**config.mk**
```make
export PLATFORM = sky130hd
export DESIGN_NAME = mips_multicycle_ctrl
export DESIGN_NICKNAME = d
export VERILOG_FILES = /design/src/rtl/mips_ctrl_pkg.sv /design/src/rtl/mips_ctrl_outdec.sv /design/src/rtl/mips_multicycle_ctrl.sv
export SDC_FILE = /design/constraint.sdc
export NUM_CORES = 1
export LEC_CHECK = 0
export CAP_MARGIN = 20
export CORE_ASPECT_RATIO = 1.1
export CORE_UTILIZATION = 40
export DETAILED_ROUTE_END_ITERATION = 8
export HOLD_SLACK_MARGIN = 0.05
export PLACE_DENSITY = 0.71
export REMOVE_ABC_BUFFERS = 1
export SLEW_MARGIN = 5
export SYNTH_ARGS = -nofsm -noshare
export SYNTH_HDL_FRONTEND = slang
export SYNTH_SLANG_ARGS = --single-unit
```
**constraint.sdc**
```tcl
create_clock -name Clk -period 3.36 [get_ports Clk]
set_input_delay 0.672 -clock Clk [delete_from_list [all_inputs] [get_ports Clk]]
set_output_delay 0.672 -clock Clk [all_outputs]
set_load 0.02 [all_outputs]
```
**src/rtl/mips_ctrl_pkg.sv**
```systemverilog
// Shared types and encodings for the MIPS multicycle controller.
// State enum, opcode constants, and datapath select codes.
package mips_ctrl_pkg;

   typedef enum logic [3:0] {
      S_FETCH   = 4'd0,
      S_DECODE  = 4'd1,
      S_MEMADDR = 4'd2,
      S_MEMRD   = 4'd3,
      S_MEMWB   = 4'd4,
      S_MEMWR   = 4'd5,
      S_EXEC    = 4'd6,
      S_RWB     = 4'd7,
      S_ADDIWB  = 4'd8,
      S_BRANCH  = 4'd9,
      S_JUMP    = 4'd10
   } state_t;

   localparam logic [5:0] OP_RTYPE = 6'h00;
   localparam logic [5:0] OP_LW    = 6'h23;
   localparam logic [5:0] OP_SW    = 6'h2B;
   localparam logic [5:0] OP_ADDI  = 6'h08;
   localparam logic [5:0] OP_BEQ   = 6'h04;
   localparam logic [5:0] OP_J     = 6'h02;

   localparam logic [1:0] ALUOP_ADD   = 2'b00;
   localparam logic [1:0] ALUOP_SUB   = 2'b01;
   localparam logic [1:0] ALUOP_FUNCT = 2'b10;

   localparam logic [1:0] SRCB_REGB = 2'b00;
   localparam logic [1:0] SRCB_FOUR = 2'b01;
   localparam logic [1:0] SRCB_IMM  = 2'b10;
   localparam logic [1:0] SRCB_IMM4 = 2'b11;

   localparam logic [1:0] PCSRC_ALU    = 2'b00;
   localparam logic [1:0] PCSRC_ALUOUT = 2'b01;
   localparam logic [1:0] PCSRC_JUMP   = 2'b10;

   typedef struct packed {
      logic       pc_write;
      logic       pc_write_cond;
      logic       iord;
      logic       mem_read;
      logic       mem_write;
      logic       mem_to_reg;
      logic       ir_write;
      logic       reg_dst;
      logic       reg_write;
      logic       alu_src_a;
      logic [1:0] alu_src_b;
      logic [1:0] alu_op;
      logic [1:0] pc_source;
      logic       illegal_op;
   } ctrl_t;

endpackage

```
**src/rtl/mips_ctrl_outdec.sv**
```systemverilog
// Combinational control-word decoder for the multicycle controller.
// Maps state to datapath controls; reset forces everything low.
module mips_ctrl_outdec
   import mips_ctrl_pkg::*;
(
   input  state_t i_state,
   input  logic   i_mem_ready,
   input  logic   i_illegal,
   input  logic   i_reset,
   output ctrl_t  o_ctrl
);

   ctrl_t w_c;

   always_comb begin
      w_c = '0;
      unique case (i_state)
         S_FETCH: begin
            w_c.mem_read  = 1'b1;
            w_c.alu_src_b = SRCB_FOUR;
            // Only Mealy term: latch IR and bump PC as memory returns
            w_c.ir_write  = i_mem_ready;
            w_c.pc_write  = i_mem_ready;
         end
         S_DECODE: begin
            w_c.alu_src_b  = SRCB_IMM4;
            w_c.illegal_op = i_illegal;
         end
         S_MEMADDR: begin
            w_c.alu_src_a = 1'b1;
            w_c.alu_src_b = SRCB_IMM;
         end
         S_MEMRD: begin
            w_c.iord     = 1'b1;
            w_c.mem_read = 1'b1;
         end
         S_MEMWB: begin
            w_c.mem_to_reg = 1'b1;
            w_c.reg_write  = 1'b1;
         end
         S_MEMWR: begin
            w_c.iord      = 1'b1;
            w_c.mem_write = 1'b1;
         end
         S_EXEC: begin
            w_c.alu_src_a = 1'b1;
            w_c.alu_op    = ALUOP_FUNCT;
         end
         S_RWB: begin
            w_c.reg_dst   = 1'b1;
            w_c.reg_write = 1'b1;
         end
         S_ADDIWB: begin
            w_c.reg_write = 1'b1;
         end
         S_BRANCH: begin
            w_c.alu_src_a     = 1'b1;
            w_c.alu_op        = ALUOP_SUB;
            w_c.pc_write_cond = 1'b1;
            w_c.pc_source     = PCSRC_ALUOUT;
         end
         S_JUMP: begin
            w_c.pc_write  = 1'b1;
            w_c.pc_source = PCSRC_JUMP;
         end
         default: w_c = '0;
      endcase
      if (i_reset)
         w_c = '0;
   end

   assign o_ctrl = w_c;

endmodule

```
**src/rtl/mips_multicycle_ctrl.sv**
```systemverilog
// MIPS multicycle control FSM: state register, dispatch and
// retired-instruction counter; outputs come from mips_ctrl_outdec.
module mips_multicycle_ctrl
   import mips_ctrl_pkg::*;
#(
   parameter int CNT_W = 32
) (
   input  logic             Clk,
   input  logic             Reset,
   input  logic [5:0]       Opcode,
   input  logic             MemReady,
   output logic             PCWrite,
   output logic             PCWriteCond,
   output logic             IorD,
   output logic             MemRead,
   output logic             MemWrite,
   output logic             MemtoReg,
   output logic             IRWrite,
   output logic             RegDst,
   output logic             RegWrite,
   output logic             ALUSrcA,
   output logic [1:0]       ALUSrcB,
   output logic [1:0]       ALUOp,
   output logic [1:0]       PCSource,
   output logic             IllegalOp,
   output logic [CNT_W-1:0] InstrRetired
);

   state_t           r_state;
   state_t           w_next;
   logic [CNT_W-1:0] r_cnt;
   logic             w_illegal;
   logic             w_retire;
   ctrl_t            w_ctrl;

   always_ff @(posedge Clk) begin
      if (Reset)
         r_state <= S_FETCH;
      else
         r_state <= w_next;
   end

   always_comb begin
      w_next    = r_state;
      w_illegal = 1'b0;
      unique case (r_state)
         S_FETCH:
            if (MemReady) w_next = S_DECODE;
         S_DECODE: begin
            unique case (Opcode)
               OP_RTYPE: w_next = S_EXEC;
               OP_LW,
               OP_SW,
               OP_ADDI:  w_next = S_MEMADDR;
               OP_BEQ:   w_next = S_BRANCH;
               OP_J:     w_next = S_JUMP;
               default: begin
                  w_next    = S_FETCH;
                  w_illegal = 1'b1;
               end
            endcase
         end
         S_MEMADDR: begin
            unique case (Opcode)
               OP_LW:   w_next = S_MEMRD;
               OP_SW:   w_next = S_MEMWR;
               OP_ADDI: w_next = S_ADDIWB;
               default: w_next = S_FETCH;
            endcase
         end
         S_MEMRD:
            if (MemReady) w_next = S_MEMWB;
         S_MEMWR:
            if (MemReady) w_next = S_FETCH;
         S_EXEC:   w_next = S_RWB;
         S_MEMWB,
         S_RWB,
         S_ADDIWB,
         S_BRANCH,
         S_JUMP:   w_next = S_FETCH;
         default:  w_next = S_FETCH;
      endcase
   end

   // A store retires only on the cycle memory accepts it
   always_comb begin
      w_retire = 1'b0;
      unique case (r_state)
         S_MEMWB,
         S_RWB,
         S_ADDIWB,
         S_BRANCH,
         S_JUMP:  w_retire = 1'b1;
         S_MEMWR: w_retire = MemReady;
         default: w_retire = 1'b0;
      endcase
   end

   always_ff @(posedge Clk) begin
      if (Reset)
         r_cnt <= '0;
      else if (w_retire)
         r_cnt <= r_cnt + CNT_W'(1);
   end

   mips_ctrl_outdec u_outdec (
      .i_state     (r_state),
      .i_mem_ready (MemReady),
      .i_illegal   (w_illegal),
      .i_reset     (Reset),
      .o_ctrl      (w_ctrl)
   );

   assign PCWrite      = w_ctrl.pc_write;
   assign PCWriteCond  = w_ctrl.pc_write_cond;
   assign IorD         = w_ctrl.iord;
   assign MemRead      = w_ctrl.mem_read;
   assign MemWrite     = w_ctrl.mem_write;
   assign MemtoReg     = w_ctrl.mem_to_reg;
   assign IRWrite      = w_ctrl.ir_write;
   assign RegDst       = w_ctrl.reg_dst;
   assign RegWrite     = w_ctrl.reg_write;
   assign ALUSrcA      = w_ctrl.alu_src_a;
   assign ALUSrcB      = w_ctrl.alu_src_b;
   assign ALUOp        = w_ctrl.alu_op;
   assign PCSource     = w_ctrl.pc_source;
   assign IllegalOp    = w_ctrl.illegal_op;
   assign InstrRetired = r_cnt;

endmodule
```
==> impl_metrics.ini <==
[worst_hold_path]
worstHoldPathCells = 2
worst_hold_check_path_type = reg2reg
holdCritStartpoint = InstrRetired[5]

[yosys]
dominant_cell_by_count_in_the_synthesized_netlist = dfxtp_1
ys.warnings.count = 0
share_of_synthesized_cell_area_in_full_adder_half_adder_and_majority_cells = 0.00554
synth_compound_area_frac = 0.191
dominant_combinational_cell_family_by_area_after_synthesis = simple AND/OR/NAND/NOR gates
syn-instance-count = 269
count_of_flip_flops_with_a_built_in_enable_after_synthesis = 0
synthSimpleGateAreaFrac = 0.348
ys_seq_area_frac = 0.319
synth_cell_types = 55
synthArstFlopShare = 0
synth.cell_area_um2 = 2260
postSynthRegisterBits = 36
synth.area.top_cells = dfxtp_1 (32%), or4_1 (7.3%), o31ai_1 (6.3%)
yosys.area.top_type_share = 0.319
synth.top_cells.by_count = dfxtp_1 (36), a21oi_1 (26), nor2_1 (22), or4_1 (22), o31ai_1 (19)
syn_avg_cell_area_um2 = 8.40
fraction_of_synthesized_area_in_multiplexers = 0.0559
synthXorXnorAreaFrac = 0.00775
dominantRegCellSynth = dfxtp_1
netlist.top_cell.by_area = dfxtp_1

[cts]
cts-root-to-sink-buffers = 2
post_cts_hold_fix_bufs = 0
cts_buffers = 5
cts_tree = built
post-cts-setup-buffers = 0
clkLatencyLatePin_ps = 290
htree_num_levels = 2
cts.clk_slew.worst_paths_ps = 70
clock_sinks = 36
post_cts_resized = 0
root_buffer = clkbuf_8

[final_layout]
post_route_cells_drive_above_1_share = 0.0915
antennaDiodeCount = 0
area_growth_pct = 30.7
final_cell_area_um2 = 2950
filler_cell_count = 517
multi_input_comb_area_um2 = 1370
design.final.nets = 326
ff_latch_area_um2 = 721

[place]
dp_worst_setup_slack_ps = 191
place.port_buffers = 57
dp_hpwl_mm = 3.61
placement_stage_cell_area_um2 = 2830
finalWeightedCongestion = 0.805

[worst_setup_path]
crit_buf_inv = 2
worst_path_max_delay_cell = or4_1
worst_setup_path_startpoint = Opcode[1]
path_depth = 5
crit_path_cell_trace = clkdlybuf4s50_1, or4_1, a21oi_1, nor4_1, clkdlybuf4s50_1
path_common_cell = clkdlybuf4s50_1
worst_path_dominant_cell_family = buffers and inverters
crit_path_end_kind = primary output
reg2reg_depth = 5
timing.rr.start = r_state[0]
sort_of_element_at_the_start_of_the_critical_path = input pin
worst_ep_arrival_time_ps = 2500
critPathMaxStageDelay_ps = 590
timing.critical_path.required_ps = 2690
critPathMaxFanout = 6
worst-setup-path-type = in2out

[sta]
maxSlewHeadroom = 0.700
fin_worst_skew_ps = 11.2
post-route-period-util = 0.944
max_clock_freq_mhz = 315
rsz0062_at_grt = false
tns_ps = 0
max_slew.worst_pin.slew_ps = 450
finalHoldViolCount = 0
layout_min_cycle_time_ps = 3170
slew_violations = 0
setup_slack_ps = 187
endpoints_failing_setup = 0

[die]
floorplan.die_area_um2 = 5950
die_width_um = 73.7
initial_core_util = 0.419
floorplan.rows = 28
io-pin-count = 58
core_box_area_um2 = 5400
die_y_um = 80.8

[detailed_routing]
avgRoutedWirePerCell_um = 13.4
wl_mm = 5.27
drt_drc_violations_left = 0
post_drt_via_cell_ratio = 5.75
detail-route-antenna-nets = 0
first_pass_iters = 4
detailedRoute.firstIterationViolations = 107
num_vias = 2254

[global_routing]
track_usage = 0.185
antenna_found_initial = 0
grt.busiest_layer = met2
grt_pass1_vias = 1910
wire_length_of_the_first_global_routing_pass_mm = 8.80
groute.layer.met3.usage = 0.0347
globalRoute.totalOverflow = 0
grtUsageMet1 = 0.230
grt_max_degree = 44
met2_routing_resource_usage_after_global_routing = 0.322

[power]
power_frac_seq = 0.469
intPower_uw = 719
pwr_cell_area_nw_per_um2 = 311
combinationalPowerShare = 0.071
switching_share = 0.218
power_leakage_uw = 0.000951
worst_ir_drop_on_vdd_uv = 157
net-switching-power_uw = 201
clock_power_share = 0.460

[run_status]
status = complete, no violations

[job]
drv.max_cap_violation_count = 0
## per-stage QoR
step	hold slack, ps	total power [µW]	std cells	utilization
finish	493	920	392	0.547
global route	530	948	392	0.547
CTS	495	926	392	0.547
detailed placement	483	507	384	0.524
global placement	476	507	384	0.524
floorplan	553	468	246	-
## state kept, by name (all words and copies together), names as in the netlist
| name | count |
|---|---|
| r_state | 4 |
| InstrRetired | 32 |
## metal layers
| layer | routed length (µm) | vias to the layer above |
|---|---|---|
| li1 | - | 1124 |
| met1 | 2330 | 1063 |
| met2 | 2670 | 60 |
| met3 | 213 | 7 |
| met4 | 57 | 0 |
| met5 | 0 | - |
## layout make-up
class | instances | area share
sequential | 36 | 0.244
clock buffer | 7 | 0.0326
tap | 75 | 0.0318
clock inverter | 1 | 0.0102
multi-input combinational | 204 | 0.465
inverter | 6 | 0.00763
timing repair buffer | 63 | 0.208
## worst paths after layout
path / end / slack (ps)
setup / recovery: IllegalOp / 190
hold / removal: InstrRetired[5] / 490
setup reg to reg: InstrRetired[27] / 1070
hold reg to reg: InstrRetired[5] / 490
## kinds of logic (layout without fill, tap and decap cells)
family,after synthesis,after routing
fa+ha+maj,1,1
mux,9,9
xor+xnor,2,2
flops,36,36
buf+inv,29,77
compound gates,64,64
simple gates,128,128
## worst reg2reg max path, stage by stage (launching register included)
cell,delay (ps)
dfxtp_1,540
nand2b_1,450
a32oi_4,180
buf_4,280
nor4_1,420
mux2_4,330
## cell usage in the layout, fill, tap and decap left out, drive strengths merged, types with 2 or more instances in the layout
cell           Yosys  layout
dfxtp             36      36
mux2               8       8
xor2               2       2
nor2              22      22
nand2b             6       6
o41ai              2       2
and3               3       3
buf               17       6
a31oi              2       2
nor2b              9       9
or3                3       3
or2                2       2
o21ai              5       5
inv                5       5
clkdlybuf4s50      0      57
or4               22      22
nor4               9       9
clkbuf             6       7
a21oi             26      26
and4               5       5
and2               3       3
nand2             12      12
nor3               5       5
a32oi              2       2
o31ai             19      19
nand3             13      13
nand4              8       8
## power by group through the flow
stage | Sequential, µW | Clock (µW) | Combinational (µW)
finish | 432 | 423 | 65.1
global route | 432 | 445 | 70.8
CTS | 431 | 429 | 65.4
detailed placement | 442 | 0 | 65.1
global placement | 442 | 0 | 64.8
floorplan | 441 | 0 | 27.5
No activity file was read; power rests on OpenSTA's default activity.
